==> src/rtl/r8mbe_pkg.sv <==
// Shared types and sizing helpers for the radix-8 Booth sequential multiplier.
package r8mbe_pkg;

    typedef enum logic [1:0] {
        ST_IDLE,
        ST_PRE,
        ST_ITER,
        ST_DONE
    } state_t;

    typedef enum logic [2:0] {
        SEL_0,
        SEL_X,
        SEL_2X,
        SEL_3X,
        SEL_4X
    } bsel_t;

    // One spare bit keeps unsigned operands non-negative; round up to whole digits.
    function automatic int digit_count(input int width);
        return (width + 3) / 3;
    endfunction

endpackage

==> src/rtl/r8mbe_seq_mult_digit_enc.sv <==
// Radix-8 Booth recoder: 4-bit window {y[3i+2], y[3i+1], y[3i], y[3i-1]} to magnitude select and sign.
module r8mbe_seq_mult_digit_enc
    import r8mbe_pkg::*;
(
    input  logic [3:0] win,
    output bsel_t      sel,
    output logic       neg
);

    always_comb begin
        sel = SEL_0;
        neg = 1'b0;
        case (win)
            4'b0001, 4'b0010: sel = SEL_X;
            4'b0011, 4'b0100: sel = SEL_2X;
            4'b0101, 4'b0110: sel = SEL_3X;
            4'b0111:          sel = SEL_4X;
            4'b1000:          begin sel = SEL_4X; neg = 1'b1; end
            4'b1001, 4'b1010: begin sel = SEL_3X; neg = 1'b1; end
            4'b1011, 4'b1100: begin sel = SEL_2X; neg = 1'b1; end
            4'b1101, 4'b1110: begin sel = SEL_X;  neg = 1'b1; end
            default:          begin sel = SEL_0;  neg = 1'b0; end
        endcase
    end

endmodule

==> src/rtl/r8mbe_seq_mult.sv <==
// Iterative radix-8 Modified Booth multiplier: one Booth digit per clock, 3X precomputed once,
// valid/ready handshakes on both sides.
module r8mbe_seq_mult
    import r8mbe_pkg::*;
#(
    parameter int WIDTH = 24
) (
    input  logic                 clk,
    input  logic                 rst_n,
    input  logic                 in_valid,
    output logic                 in_ready,
    input  logic                 in_signed,
    input  logic [WIDTH-1:0]     in_x,
    input  logic [WIDTH-1:0]     in_y,
    output logic                 out_valid,
    input  logic                 out_ready,
    output logic [2*WIDTH-1:0]   out_p
);

    localparam int ND = digit_count(WIDTH);
    localparam int EW = 3 * ND;
    localparam int AW = 2 * EW;
    localparam int CW = $clog2(ND);

    state_t state, state_next;

    logic [EW-1:0]   x_reg, y_reg;
    logic [EW+1:0]   x3;
    logic [AW-1:0]   acc, acc_next;
    logic [CW-1:0]   cnt;
    logic [EW-1:0]   x_ext, y_ext;
    logic            accept, last_digit;

    logic [EW:0]     yw;
    logic [3:0]      win_arr [ND];
    logic [3:0]      win;
    bsel_t           sel;
    logic            neg;
    logic [EW+1:0]   mult;
    logic [AW-1:0]   mult_ext, pp;
    logic [CW+1:0]   shamt;

    assign x_ext = in_signed ? {{(EW-WIDTH){in_x[WIDTH-1]}}, in_x} : {{(EW-WIDTH){1'b0}}, in_x};
    assign y_ext = in_signed ? {{(EW-WIDTH){in_y[WIDTH-1]}}, in_y} : {{(EW-WIDTH){1'b0}}, in_y};

    assign accept     = in_valid & in_ready;
    assign last_digit = (cnt == CW'(ND - 1));
    assign out_valid  = (state == ST_DONE);

    always_ff @(posedge clk or negedge rst_n) begin
        if (!rst_n) state <= ST_IDLE;
        else        state <= state_next;
    end

    // In DONE the input side follows out_ready so a new operand pair can load on the draining edge.
    always_comb begin
        state_next = state;
        in_ready   = 1'b0;
        case (state)
            ST_IDLE: begin
                in_ready = 1'b1;
                if (in_valid) state_next = ST_PRE;
            end
            ST_PRE:  state_next = ST_ITER;
            ST_ITER: if (last_digit) state_next = ST_DONE;
            ST_DONE: begin
                in_ready = out_ready;
                if (out_ready) state_next = in_valid ? ST_PRE : ST_IDLE;
            end
            default: state_next = ST_IDLE;
        endcase
    end

    // y[-1] is the implicit zero below the LSB digit.
    assign yw = {y_reg, 1'b0};

    for (genvar i = 0; i < ND; i++) begin : g_win
        assign win_arr[i] = yw[3*i +: 4];
    end

    assign win = win_arr[cnt];

    r8mbe_seq_mult_digit_enc u_enc (
        .win (win),
        .sel (sel),
        .neg (neg)
    );

    always_comb begin
        mult = '0;
        case (sel)
            SEL_X:   mult = {{2{x_reg[EW-1]}}, x_reg};
            SEL_2X:  mult = {x_reg[EW-1], x_reg, 1'b0};
            SEL_3X:  mult = x3;
            SEL_4X:  mult = {x_reg, 2'b00};
            default: mult = '0;
        endcase
    end

    assign mult_ext = {{(AW-EW-2){mult[EW+1]}}, mult};
    assign pp       = neg ? (~mult_ext + AW'(1)) : mult_ext;
    assign shamt    = {1'b0, cnt, 1'b0} + {2'b00, cnt};
    assign acc_next = acc + (pp << shamt);

    // Operands are extended once at capture; out_p only moves when a finished product lands.
    always_ff @(posedge clk or negedge rst_n) begin
        if (!rst_n) begin
            x_reg <= '0;
            y_reg <= '0;
            x3    <= '0;
            acc   <= '0;
            cnt   <= '0;
            out_p <= '0;
        end else begin
            if (accept) begin
                x_reg <= x_ext;
                y_reg <= y_ext;
                acc   <= '0;
                cnt   <= '0;
            end
            if (state == ST_PRE) begin
                x3 <= {x_reg[EW-1], x_reg, 1'b0} + {{2{x_reg[EW-1]}}, x_reg};
            end
            if (state == ST_ITER) begin
                acc <= acc_next;
                cnt <= cnt + CW'(1);
                if (last_digit) out_p <= acc_next[2*WIDTH-1:0];
            end
        end
    end

endmodule
==> config.mk <==
export PLATFORM = sky130hd
export DESIGN_NAME = r8mbe_seq_mult
export DESIGN_NICKNAME = d
export VERILOG_FILES = /design/src/rtl/r8mbe_pkg.sv /design/src/rtl/r8mbe_seq_mult_digit_enc.sv /design/src/rtl/r8mbe_seq_mult.sv
export SDC_FILE = /design/constraint.sdc
export NUM_CORES = 1
export LEC_CHECK = 0
export BUFFER_PORTS_ARGS = -buffer_cell sky130_fd_sc_hd__buf_2
export CORE_ASPECT_RATIO = 0.5
export CORE_MARGIN = 3
export CORE_UTILIZATION = 44
export CTS_CLUSTER_DIAMETER = 200
export DETAILED_ROUTE_END_ITERATION = 8
export GPL_TIMING_DRIVEN = 1
export MAX_ROUTING_LAYER = met4
export PLACE_DENSITY = 0.59
export SYNTH_ARGS = -nofsm -noshare
export SYNTH_HDL_FRONTEND = slang
export SYNTH_HIERARCHICAL = 1
export SYNTH_SLANG_ARGS = --single-unit
==> constraint.sdc <==
create_clock -name clk -period 14.6 [get_ports clk]
set_input_delay 4.38 -clock clk [delete_from_list [all_inputs] [get_ports clk]]
set_output_delay 4.38 -clock clk [all_outputs]
set_load 0.01 [all_outputs]
Yosys cells after proc, flatten, opt, wreduce, memory -nomap -nowiden
Index checks and enable logic that the tools add are counted.
{"block": "classes", "n_addsub": 5, "order_cmp": 1, "n_eq_ne": 25, "shifts": 1, "muxes": 19, "n_bitwise": 3, "n_reduce_logical": 9}
{"cell": "$mux W54", "n": 3}
{"cell": "$pmux W29 S4", "n": 1}
{"cell": "$add A54 B1 Y54 const B", "n": 1}
{"cell": "$add A54 B54 Y54", "n": 1}
{"cell": "$mux W27", "n": 2}
{"cell": "$not A54 Y54", "n": 1}
{"cell": "$shl A54 B6 Y54", "n": 1}
{"cell": "$eq A4 B4 Y1 const B", "n": 8}
{"cell": "$add A28 B27 Y29", "n": 1}
{"cell": "$bmux W4 S4", "n": 1}
{"cell": "$eq A4 B3 Y1 const B", "n": 4}
{"cell": "$mux W4", "n": 4}
{"cell": "$pmux W3 S4", "n": 1}
{"cell": "$reduce_or A4 Y1", "n": 3}
{"cell": "$eq A4 B2 Y1 const B", "n": 2}
{"cell": "$pmux W2 S4", "n": 1}
{"cell": "$reduce_or A7 Y1", "n": 1}
{"cell": "$add A5 B4 Y6", "n": 1}
{"cell": "$eq A3 B2 Y1 const B", "n": 2}
{"cell": "$mux W2", "n": 3}
{"cell": "$ge A5 B5 Y1 const B", "n": 1}
{"cell": "$not A4 Y5", "n": 1}
{"cell": "$add A4 B1 Y4 const B", "n": 1}
{"cell": "$eq A2 B2 Y1 const B", "n": 2}
{"cell": "14 further kinds", "n": 16}
{"block": "word_totals", "ff_bits": 191, "inputBits": 53, "out_inout_bits": 50, "word_cells": 70}

Longest topological paths before layout
Gate-level depths: netlist of the first run.
{"block": "depth", "ltp_word": 15, "depth_mapped": 44, "mapped_depth_nobuf": 36}

Hierarchy
The synthesis of the first run kept the hierarchy.
{"module": "r8mbe_seq_mult", "n_inst": 1, "cells_each": 1788, "area_each_um2": 14691.6}
{"module": "r8mbe_seq_mult_digit_enc", "n_inst": 1, "cells_each": 7, "area_each_um2": 53.8}

Least setup slack after synthesis of the first run
No wires, ideal clock.
{"block": "synth_timing", "path_type": "flip-flop to flip-flop", "from": "reg cnt[0]", "to": "reg out_p[47]", "setup_ns": 0.133, "t_arrival_ns": 9.499, "path_slack_ns": 4.968, "stages_incl_launch_ff": 39, "n_path_buf": 8, "cell_sequence": "dfrtp_1 -> clkbuf_1 -> buf_1 -> clkbuf_1 -> buf_1 -> clkbuf_1 -> mux4_2 -> nand3b_1 -> o21ai_0 -> or4b_1 -> o21ai_0 -> buf_2 -> nand2b_1 -> o22ai_1 -> a221o_1 -> or3_1 -> clkbuf_1 -> or4_1 -> [... 3 more ...] -> a2111o_1 -> nand2_1 -> a21oi_1 -> nor2b_1 -> ha_1 -> nand3_1 -> nor3_1 -> and3_1 -> o21a_1 -> o221ai_1 -> o31a_1 -> nor4_1 -> nor4b_1 -> or2_2 -> o31ai_1 -> xor2_1 -> xnor2_1 -> o21ai_1"}
{"block": "synth_via", "elab_chain_len": 14, "elab_cells_between_ends": 38, "classes_between": "add/sub: 3; eq/ne: 19; shift: 1; mux: 7; bitwise: 2; reduce/logical: 6"}
{"element": "start: declaration", "line_no": "r8mbe_seq_mult.sv:30", "rtl": "logic [CW-1:0] cnt;"}
{"element": "start signal: assignment", "line_no": "r8mbe_seq_mult.sv:126", "rtl": "cnt <= cnt + CW'(1);"}
{"element": "$not A4 Y5 (implied by the code) *", "line_no": "r8mbe_seq_mult.sv:81", "rtl": "assign win = win_arr[cnt];"}
{"element": "$bmux W4 S4 *", "line_no": "r8mbe_seq_mult.sv:81"}
{"element": "$mux W4 (implied by the code) * (2 in series)", "line_no": "r8mbe_seq_mult.sv:81"}
{"element": "named net win[0]", "line_no": "r8mbe_seq_mult.sv:36", "rtl": "logic [3:0] win;"}
{"element": "$eq A4 B1 Y1 (tied with other cells)", "line_no": "r8mbe_seq_mult_digit_enc.sv:13", "rtl": "case (win)"}
{"element": "$reduce_or A4 Y1 (no line) or $reduce_or A2 Y1 (tied branches)"}
{"element": "$pmux W3 S4 *", "line_no": "r8mbe_seq_mult_digit_enc.sv:13"}
{"element": "named net sel[2]", "line_no": "r8mbe_seq_mult.sv:37", "rtl": "bsel_t sel;"}
{"element": "$eq A3 B3 Y1 (tied with other cells)", "line_no": "r8mbe_seq_mult.sv:91", "rtl": "case (sel)"}
{"element": "$pmux W29 S4 *", "line_no": "r8mbe_seq_mult.sv:91"}
{"element": "$not A54 Y54", "line_no": "r8mbe_seq_mult.sv:101", "rtl": "assign pp = neg ? (~mult_ext + AW'(1)) : mult_ext;"}
{"element": "$add A54 B1 Y54", "line_no": "r8mbe_seq_mult.sv:101"}
{"element": "$mux W54 *", "line_no": "r8mbe_seq_mult.sv:101"}
{"element": "$shl A54 B6 Y54 *", "line_no": "r8mbe_seq_mult.sv:103", "rtl": "assign acc_next = acc + (pp << shamt);"}
{"element": "$add A54 B54 Y54 *", "line_no": "r8mbe_seq_mult.sv:103"}
{"element": "end signal: assignment", "line_no": "r8mbe_seq_mult.sv:127", "rtl": "if (last_digit) out_p <= acc_next[2*WIDTH-1:0];"}
{"element": "end: declaration", "line_no": "r8mbe_seq_mult.sv:17", "rtl": "output logic [2*WIDTH-1:0] out_p"}
The timed path passes the listed nets; every way through them passes the cells marked *. The select of a mux whose other input is x is not followed.
A chain may end at the register's enable or synchronous reset.

Final worst setup path of the first run
{"block": "layout_timing", "from": "reg cnt[0]", "to": "reg out_p[45]"}
The elaborated chain is that of the path after synthesis.

==> impl_results.md, run 1 <==
* DRC violations left at 0
* Mean Syn Cell Area at 8.215 um2
* Routed len/inst at 18.09 um
* CP required at 14.91 ns
* Initial antenna violation count at 0
* Layout area overhead at 9.716%
* Clk_skew at 0.01765 ns
* CP Class: reg2reg
* Flop2flop setup slack at 4.10 ns
* Unrepaired setup endpoints after global routing: no
* Number of synthesized flops with an enable pin at 0
* Slew @ Worst Pin at 1.062 ns
* Drt via density at ~5.9
* Hold_ws at 0.4750 ns
* Post-synth ARST share at 100.0%
* GR peak layer: met1
* Endpoint of the worst register-to-register path: out_p[45]
* Clk_lat worst skew at 0.46 ns
* Drt total wl at 41.24 mm
* CTS tree: done
* Crit path from: cnt[0]
* CP max stage delay at 0.89 ns
* Worst rel slew slack at 29.23%
* Root buf cell: clkbuf_16
* Synth warn at 6
* Hold Path Origin: out_p[24]
* CP max-delay cell: o311ai_0
* Commonest non-fill, non-tap cell in the layout: nand2_1
* Most frequent cells in the layout: 326 x nand2_1, 178 x dfrtp_1, 157 x o21ai_0
* Status: completed
* Hold buffer count at CTS at 0
* # H-tree levels at 4
* Number of cell rows at 46
* CTS resizes at 0
* Post-Place Cells at 2247
* Routed vias at 13437
* Max-slew violation count at 0
* CP Max Fanout at 78
* Ratio of cells with drive above 1 in the final layout at roughly 15%
* Max-Cap Viols at 0
* Critical path buffers and inverters at 2
* Critical path arrival at 10.81 ns
* All-layer global routing usage at 23.68%
* Fin worst setup slack at 4.097 ns
* Syn Nets at 1934
* Pre-CTS setup slack at 4.362 ns
* Detailed Place HPWL at 30.38 mm
* Hold Path Cell Cnt at 2
* Routing usage on met1 at a little over a third
* Reg clk slew, reported paths at about 0.07 ns
* Clk buf depth at 2
* Fmax at roughly 95 MHz
* Most frequent cell on the critical path: o21ai_0
* Sequential fraction of the synthesis area at 30.38%
* Clock Sinks at about 180
* Die height at about 140 um
* Largest regs: acc: 48 flops, out_p: 48 flops, x3: 27 flops
* Reg-to-Reg Start: cnt[0]
* Post-Syn Instances at 1795
* Initial DRC Count at 1146
* Starting density of the core at a little under half
* Final nets at 1973
* First-pass GRT wire length at 66.69 mm
* Largest net degree at the start of global routing at 92
* Synth Cell Area at ~15000 um2
* Sum Neg Setup Slack at 0 ns
* Die W at 264.9 um
* Post-synthesis register bit count at 179
* CTS buffer count at 17
* GR Util met2 at between 30% and 40%
* Worst path top cell family by delay: compound AO/OA/AOI/OAI gates
* M3 GR Usage at 2.994%
* R2R depth at 31
* Worst setup EP type: flop
* Setup Viol. Count Final at 0
* Final Critical Period at 10.50 ns
* Post-synth top flop: dfrtp_1
* Ports at 103
* Crit share post-route at 71.94%
* Total gr overflow at 0
* Full die area at 35880 um2
* Placer Congestion at 0.9363
* Synth unique cells at 78
* I/O Buffers at about 100
* Core area at around 32000 um2
* Worst Hold Class: reg2reg
* Number of antenna diodes at 0
* DRT antenna net count at 0
* Critical Path Start Type: flop
* Final-report hold violation count at 0
* Vias in the first global route at ~12000
* DR pass1 iterations at 5
* Hold worst-path end: out_p[24]
* Setup Fix Bufs, Post-CTS at 0
* Post-Layout Cell Count at 2279
==> metrics by stage <==
stage / area (um2) / utilization (%)
finish: 16180 / 50.02
detailed placement: 15630 / 48.33
floorplan: 14750 / -
CTS: 16180 / 50.02
global route: 16180 / 50.02
global placement: 15630 / 48.33
==> layer usage <==
layer,part of all wire (%),vias to the layer above
met4,1.4,0
met3,4.4,39
met1,53,6427
met5,0,-
met2,41,327
li1,-,6644
==> Yosys cell counts, types with 21 or more instances <==
cell	instances	area (um2)
a211oi_1	32	240.2
a21o_1	35	262.8
a21oi_1	121	605.6
clkbuf_1	76	285.3
dfrtp_1	179	4479
ha_1	83	1039
inv_1	35	131.4
mux2_2	72	810.8
mux2i_1	50	500.5
nand2_1	327	1227
nand2b_1	21	131.4
nand3_1	52	260.3
nor2_1	104	390.4
nor3_1	28	140.1
o21ai_0	158	790.8
xnor2_1	53	464.2
xor2_1	29	254.0
==> how the worst max path moves through the flow <==
stage | endpoint | cells past startpoint | slack (ns)
after floorplan | out_p[47] | 38 | 4.97
after global placement | out_p[45] | 31 | 4.49
after detailed placement | out_p[46] | 31 | 4.36
after CTS | out_p[46] | 31 | 4.29
after global routing | out_p[46] | 31 | 2.98
final | out_p[45] | 31 | 4.10
==> cell families (layout without fill, tap and decap cells) <==
| kind of cell | count (synthesis) | in the layout | synth area share [%] |
|---|---|---|---|
| xor+xnor | 82 | 82 | 4.871 |
| buf+inv | 146 | 198 | 3.878 |
| mux | 135 | 135 | 10.88 |
| flops | 179 | 179 | 30.38 |
| fa+ha+maj | 87 | 87 | 7.518 |
| compound gates | 543 | 543 | 23.75 |
| simple gates | 623 | 623 | 18.73 |
==> worst reg2reg max path, delay by kind of cell (launching register included) <==
| family | cells | cell delay, ns |
|---|---|---|
| AOI/OAI and AO/OA | 14 | 4.63 |
| xor gates and xnor gates | 2 | 0.29 |
| adders and majority gates | 2 | 0.68 |
| buffers and inverters | 2 | 1.01 |
| DFF | 1 | 0.34 |
| muxes | 3 | 1.02 |
| and+or+nand+nor | 8 | 2.40 |
==> final cells by class <==
cell class	count	area, um2
sequential	179	4481
clock inverter	12	107.6
tap	432	540.5
inverter	40	150.1
clock buffer	20	436.7
fill	3126	16170
timing repair buffer	126	699.4
multi-input combinational	1470	9763
Power of run 1 is not shown: default switching activity piles up to over one toggle a cycle in this logic, so the estimate is an artifact.
==> run 2, diff against run 1 <==
clock period = 10.6 ns   (was 14.6 ns; I/O delays follow)
==> run 2 against run 1 <==
Register-to-register slack got worse by 3.3 ns. Critical path depth increased by 2. Sequential share of layout area shrank 0.14 points. Flip-flop and latch count is the same. Via count up 0.63%. Cell area up 0.52%. Core utilization is 0.26 points higher. Cell count up 0.26%. Fmax grew 6.8%. Highest routed layer unchanged.
==> impl_results.md, run 2 (synthesized netlist as in run 1, its figures left out) <==
* Max-Cap Viols at 0 (unchanged)
* Slew @ Worst Pin at 1.079 ns (was 1.062 ns)
* Starting density of the core at 45.59% (unchanged)
* Placer Congestion at 0.9435 (was 0.9363)
* Number of antenna diodes at 0 (unchanged)
* CP required at 10.92 ns (was 14.91 ns)
* Die height at 135.4 um (unchanged)
* Drt total wl at 42.04 mm (was 41.24 mm)
* Status: completed (unchanged)
* Total gr overflow at 0 (unchanged)
* Unrepaired setup endpoints after global routing: no (unchanged)
* Clk_lat worst skew at 0.47 ns (was 0.46 ns)
* CTS resizes at 0 (unchanged)
* Drt via density at 5.918 (was 5.896)
* Setup Viol. Count Final at 0 (unchanged)
* Ports at 103 (unchanged)
* Ratio of cells with drive above 1 in the final layout at 15.22% (was 14.56%)
* Worst path top cell family by delay: compound AO/OA/AOI/OAI gates (unchanged)
* Clk_skew at 0.01229 ns (was 0.01765 ns)
* DRC violations left at 0 (unchanged)
* Max layer used: met4 (unchanged)
* Layout area overhead at 10.28% (was 9.716%)
* Most frequent cells in the layout: 326 x nand2_1, 178 x dfrtp_1, 157 x o21ai_0 (unchanged)
* DR pass1 iterations at 7 (was 5)
* Met3 WL post-DR at 2.323 mm (was 1.805 mm)
* Worst rel slew slack at 28.08% (was 29.23%)
* Routed len/inst at 18.40 um (was 18.09 um)
* Crit path from: cnt[1] (was cnt[0])
* Fmax at 101.7 MHz (was 95.21 MHz)
* All-layer global routing usage at 24.33% (was 23.68%)
* CP max stage delay at 0.77 ns (was 0.89 ns)
* CTS tree: done (unchanged)
* Clk buf depth at 2 (unchanged)
* Final Critical Period at 9.837 ns (was 10.50 ns)
* CP max-delay cell: or4_1 (was o311ai_0)
* Worst setup EP type: flop (unchanged)
* Root buf cell: clkbuf_16 (unchanged)
* DRT antenna net count at 0 (unchanged)
* Crit share post-route at 92.81% (was 71.94%)
* Hold buffer count at CTS at 0 (unchanged)
* Number of cell rows at 46 (unchanged)
* Vias in the first global route at 12293 (was 12137)
* Max-slew violation count at 0 (unchanged)
* Routed wl met2 at 17.35 mm (was 16.98 mm)
* M1 WL at 21.81 mm (was 21.87 mm)
* Clock Sinks at 179 (unchanged)
* Initial DRC Count at 1253 (was 1146)
* CTS buffer count at 17 (unchanged)
* Critical path arrival at 10.16 ns (was 10.81 ns)
* Critical Path Start Type: flop (unchanged)
* First-pass GRT wire length at 67.88 mm (was 66.69 mm)
* Setup Fix Bufs, Post-CTS at 0 (unchanged)
* Critical path buffers and inverters at 2 (unchanged)
* Initial antenna violation count at 0 (unchanged)
* Largest net degree at the start of global routing at 92 (unchanged)
* Final nets at 1979 (was 1973)
* Largest regs: acc: 48 flops, out_p: 48 flops, x3: 27 flops (unchanged)
* CP Max Fanout at 23 (was 78)
* Die W at 264.9 um (unchanged)
* Final-report hold violation count at 0 (unchanged)
* Worst Hold Class: reg2reg (unchanged)
* Most frequent cell on the critical path: nor2_1 (was o21ai_0)
* Detailed Place HPWL at 30.76 mm (was 30.38 mm)
* I/O Buffers at 102 (unchanged)
* Core area at 32350 um2 (unchanged)
* Hold Path Origin: out_p[21] (was out_p[24])
* Commonest non-fill, non-tap cell in the layout: nand2_1 (unchanged)
* Reg-to-Reg Start: cnt[1] (was cnt[0])
* Routed vias at 13522 (was 13437)
* CP Class: reg2reg (unchanged)
* Full die area at 35880 um2 (unchanged)
* Sum Neg Setup Slack at 0 ns (unchanged)
* Reg clk slew, reported paths at 0.07 ns (about the same)
* # H-tree levels at 4 (unchanged)
* Fill cell count at 3122 (was 3126)
[run 2: stage by stage]
stage	cell area [um2]	hold WS (ns)	utilization [%]	setup slack [ns]	cells
global placement	15680	0.4576	48.47	1.082	2253
CTS	16240	0.4818	50.19	0.9265	2285
floorplan	14750	0.4391	-	0.9682	1795
detailed placement	15680	0.4658	48.47	0.9388	2253
finish	16260	0.4741	50.27	0.7626	2285
global route	16260	0.5007	50.27	0.002596	2285
[run 2: final cells by class]
class | count | area, um2 | share of cell area (%)
multi-input combinational | 1470 | 9789 | 60.20
sequential | 179 | 4481 | 27.55
timing repair buffer | 132 | 744.5 | 4.578
tap | 432 | 540.5 | 3.324
clock buffer | 21 | 480.5 | 2.955
inverter | 40 | 150.1 | 0.9233
clock inverter | 11 | 76.32 | 0.4693
[run 2: worst paths after layout]
path / endpoint / slack, ns / cells past startpoint
worst max register to register: out_p[46] / 0.76 / 33
worst max-delay path: out_p[46] / 0.76 / 33
min in group asynchronous: x_reg[3] / 2.69 / 1
max in group asynchronous: cnt[0] / 6.62 / 2
worst min-delay path: out_p[21] / 0.47 / 2
worst min register to register: out_p[21] / 0.47 / 2
[run 2: per-layer routing]
metal	vias to the layer above	GRT usage (%)
met2	393	33.90
li1	6657	-
met1	6432	36.93
met5	-	-
met4	0	5.868
met3	40	3.284
[run 2: worst reg2reg max path: cells and delay by family (launching register included)]
| family | cells | cell delay [ns] |
|---|---|---|
| DFF | 1 | 0.67 |
| buffers and inverters | 2 | 0.38 |
| AOI/OAI and AO/OA | 17 | 5.19 |
| and+or+nand+nor | 12 | 2.88 |
| xor gates and xnor gates | 1 | 0.19 |
| adders and majority gates | 1 | 0.38 |
Power of run 2 is left out for the same reason.
==> run 3, diff against run 2 <==
CTS_BUF_LIST = sky130_fd_sc_hd__clkbuf_2   (was unset)
==> run 3 against run 2 <==
Critical path depth shrank 3. First-iteration DRC count grew 7.4%. Worst hold slack improved by 0.036 ns. Via count fell by 0.36%. Register-to-register slack better by 0.11 ns. Sequential share of layout area rose by 0.64 points. Cell area fell by 2.3%. Cell count rose by 0.18%. Largest cell class unchanged. Routed wire length decreased by 0.49%. Highest routed layer unchanged.
==> impl_results.md, run 3 (synthesized netlist as in run 1, its figures left out) <==
* Status: completed (unchanged)
* Crit share post-route at 91.78% (was 92.81%)
* Worst rel slew slack at 28.51% (was 28.08%)
* Hold Path Cell Cnt at 2 (unchanged)
* Clk_skew at 0.05215 ns (was 0.01229 ns)
* Worst setup EP type: flop (unchanged)
* Fill cell count at 3167 (was 3122)
* CTS tree: done (unchanged)
* Detailed Place HPWL at 30.76 mm (unchanged)
* Fmax at 102.8 MHz (was 101.7 MHz)
* Reg-to-Reg Start: cnt[0] (was cnt[1])
* Pre-CTS setup slack at 0.9388 ns (unchanged)
* CTS buffer count at 17 (unchanged)
* Vias in the first global route at 12265 (was 12293)
* Placer Congestion at 0.9435 (unchanged)
* CP Class: reg2reg (unchanged)
* Starting density of the core at 45.59% (unchanged)
* Worst Hold Class: reg2reg (unchanged)
* Largest net degree at the start of global routing at 92 (unchanged)
* Routed wl met2 at 17.32 mm (was 17.35 mm)
* Final-report hold violation count at 0 (unchanged)
* Die height at 135.4 um (unchanged)
* Hold_ws at 0.5102 ns (was 0.4741 ns)
* CP max stage delay at 0.77 ns (about the same)
* CP required at 11.38 ns (was 10.92 ns)
* Most frequent cells in the layout: 326 x nand2_1, 178 x dfrtp_1, 156 x o21ai_0 (was 326 x nand2_1, 178 x dfrtp_1, 157 x o21ai_0)
* Routed vias at 13473 (was 13522)
* Max-slew violation count at 0 (unchanged)
* Max layer used: met4 (unchanged)
* Commonest non-fill, non-tap cell in the layout: nand2_1 (unchanged)
* CP max-delay cell: or4_1 (unchanged)
* Core area at 32350 um2 (unchanged)
* Layout area overhead at 7.773% (was 10.28%)
* Fin worst setup slack at 0.8709 ns (was 0.7626 ns)
* Setup Viol. Count Final at 0 (unchanged)
* Die W at 264.9 um (unchanged)
* Core Util, Final at 49.13% (was 50.27%)
* Reg clk slew, reported paths at 0.27 ns (was 0.07 ns)
* Routed len/inst at 18.28 um (was 18.40 um)
* Final nets at 1979 (unchanged)
* Hold Path Origin: out_p[21] (unchanged)
* Slew @ Worst Pin at 1.072 ns (was 1.079 ns)
* Largest regs: acc: 48 flops, out_p: 48 flops, x3: 27 flops (unchanged)
* Met3 WL post-DR at 2.254 mm (was 2.323 mm)
* Initial DRC Count at 1346 (was 1253)
* Max-Cap Viols at 0 (unchanged)
* Clock Sinks at 179 (unchanged)
* Flop2flop setup slack at 0.87 ns (was 0.76 ns)
* Unrepaired setup endpoints after global routing: no (unchanged)
* Most frequent cell on the critical path: o21ai_0 (was nor2_1)
* Clk buf depth at 2 (unchanged)
* First-pass GRT wire length at 67.50 mm (was 67.88 mm)
* Critical Path Start Type: flop (unchanged)
* Ratio of cells with drive above 1 in the final layout at 15.00% (was 15.22%)
* DRT antenna net count at 0 (unchanged)
* Final Critical Period at 9.729 ns (was 9.837 ns)
* Endpoint of the worst register-to-register path: acc[46] (was out_p[46])
* Root buf cell: clkbuf_2 (was clkbuf_16)
* M1 WL at 21.80 mm (was 21.81 mm)
* All-layer global routing usage at 24.14% (was 24.33%)
* DR pass1 iterations at 7 (unchanged)
* Ports at 103 (unchanged)
* Initial antenna violation count at 1 (was 0)
* Total gr overflow at 0 (unchanged)
* I/O Buffers at 102 (unchanged)
* DRC violations left at 0 (unchanged)
* Drt total wl at 41.84 mm (was 42.04 mm)
* Full die area at 35880 um2 (unchanged)
* Sum Neg Setup Slack at 0 ns (unchanged)
* Clk_lat worst skew at 0.89 ns (was 0.47 ns)
* CP Max Fanout at 23 (unchanged)
* # H-tree levels at 4 (unchanged)
* R2R depth at 30 (was 33)
* Critical path arrival at 10.51 ns (was 10.16 ns)
* Drt via density at 5.886 (was 5.918)
* Number of cell rows at 46 (unchanged)
* Hold worst-path end: out_p[21] (unchanged)
-- run 3: cell types whose count changed in the layout (fill, tap and decap cells not counted), sizes merged --
cell    before  now
clkinv      12   16
clkbuf      22   18
diode        0    4
-- run 3: worst max path at each step --
stage,endpoint,from
after floorplan,out_p[47],cnt[0]
after detailed placement,out_p[46],cnt[0]
after global routing,acc[46],cnt[0]
after CTS,acc[46],cnt[1]
after global placement,out_p[46],cnt[0]
final,acc[46],cnt[0]
-- run 3: final cells by class --
cell class / count / area [um2] / area share [%]
Sequential cell: 179 / 4481 / 28.19
Tap cell: 432 / 540.5 / 3.401
Clock buffer: 17 / 85.08 / 0.5354
Timing Repair Buffer: 132 / 744.5 / 4.685
Multi-Input combinational cell: 1470 / 9789 / 61.60
Antenna cell: 4 / 10.01 / 0.06299
Clock inverter: 15 / 91.34 / 0.5748
Inverter: 40 / 150.1 / 0.9448
-- run 3: what timing repair did --
action | CTS | global route
setup endpoints to repair | 0 | 2
hold buffers | 0 | 0
resized for setup | 0 | 6
buffers inserted | 0 | 0
-- run 3: metal layers --
| layer | up-vias | track usage [%] |
|---|---|---|
| met5 | - | - |
| li1 | 6663 | - |
| met1 | 6427 | 36.83 |
| met4 | 0 | 4.737 |
| met3 | 35 | 3.520 |
| met2 | 348 | 33.72 |
-- run 3: metrics by stage --
stage               instances  cell area (um2)
floorplan                1795            14750
global placement         2253            15680
detailed placement       2253            15680
CTS                      2285            15860
global route             2289            15890
finish                   2289            15890
-- run 3: worst max-delay path, delay by kind of cell, from the launching register on --
family | cells | cell delay [ns]
AOI/OAI and AO/OA | 15 | 4.44
xor gates and xnor gates | 1 | 0.19
adders and majority gates | 1 | 0.38
buffers and inverters | 1 | 0.20
DFF | 1 | 0.66
muxes | 2 | 0.70
and+or+nand+nor | 10 | 3.05
Power of run 3 is left out for the same reason.
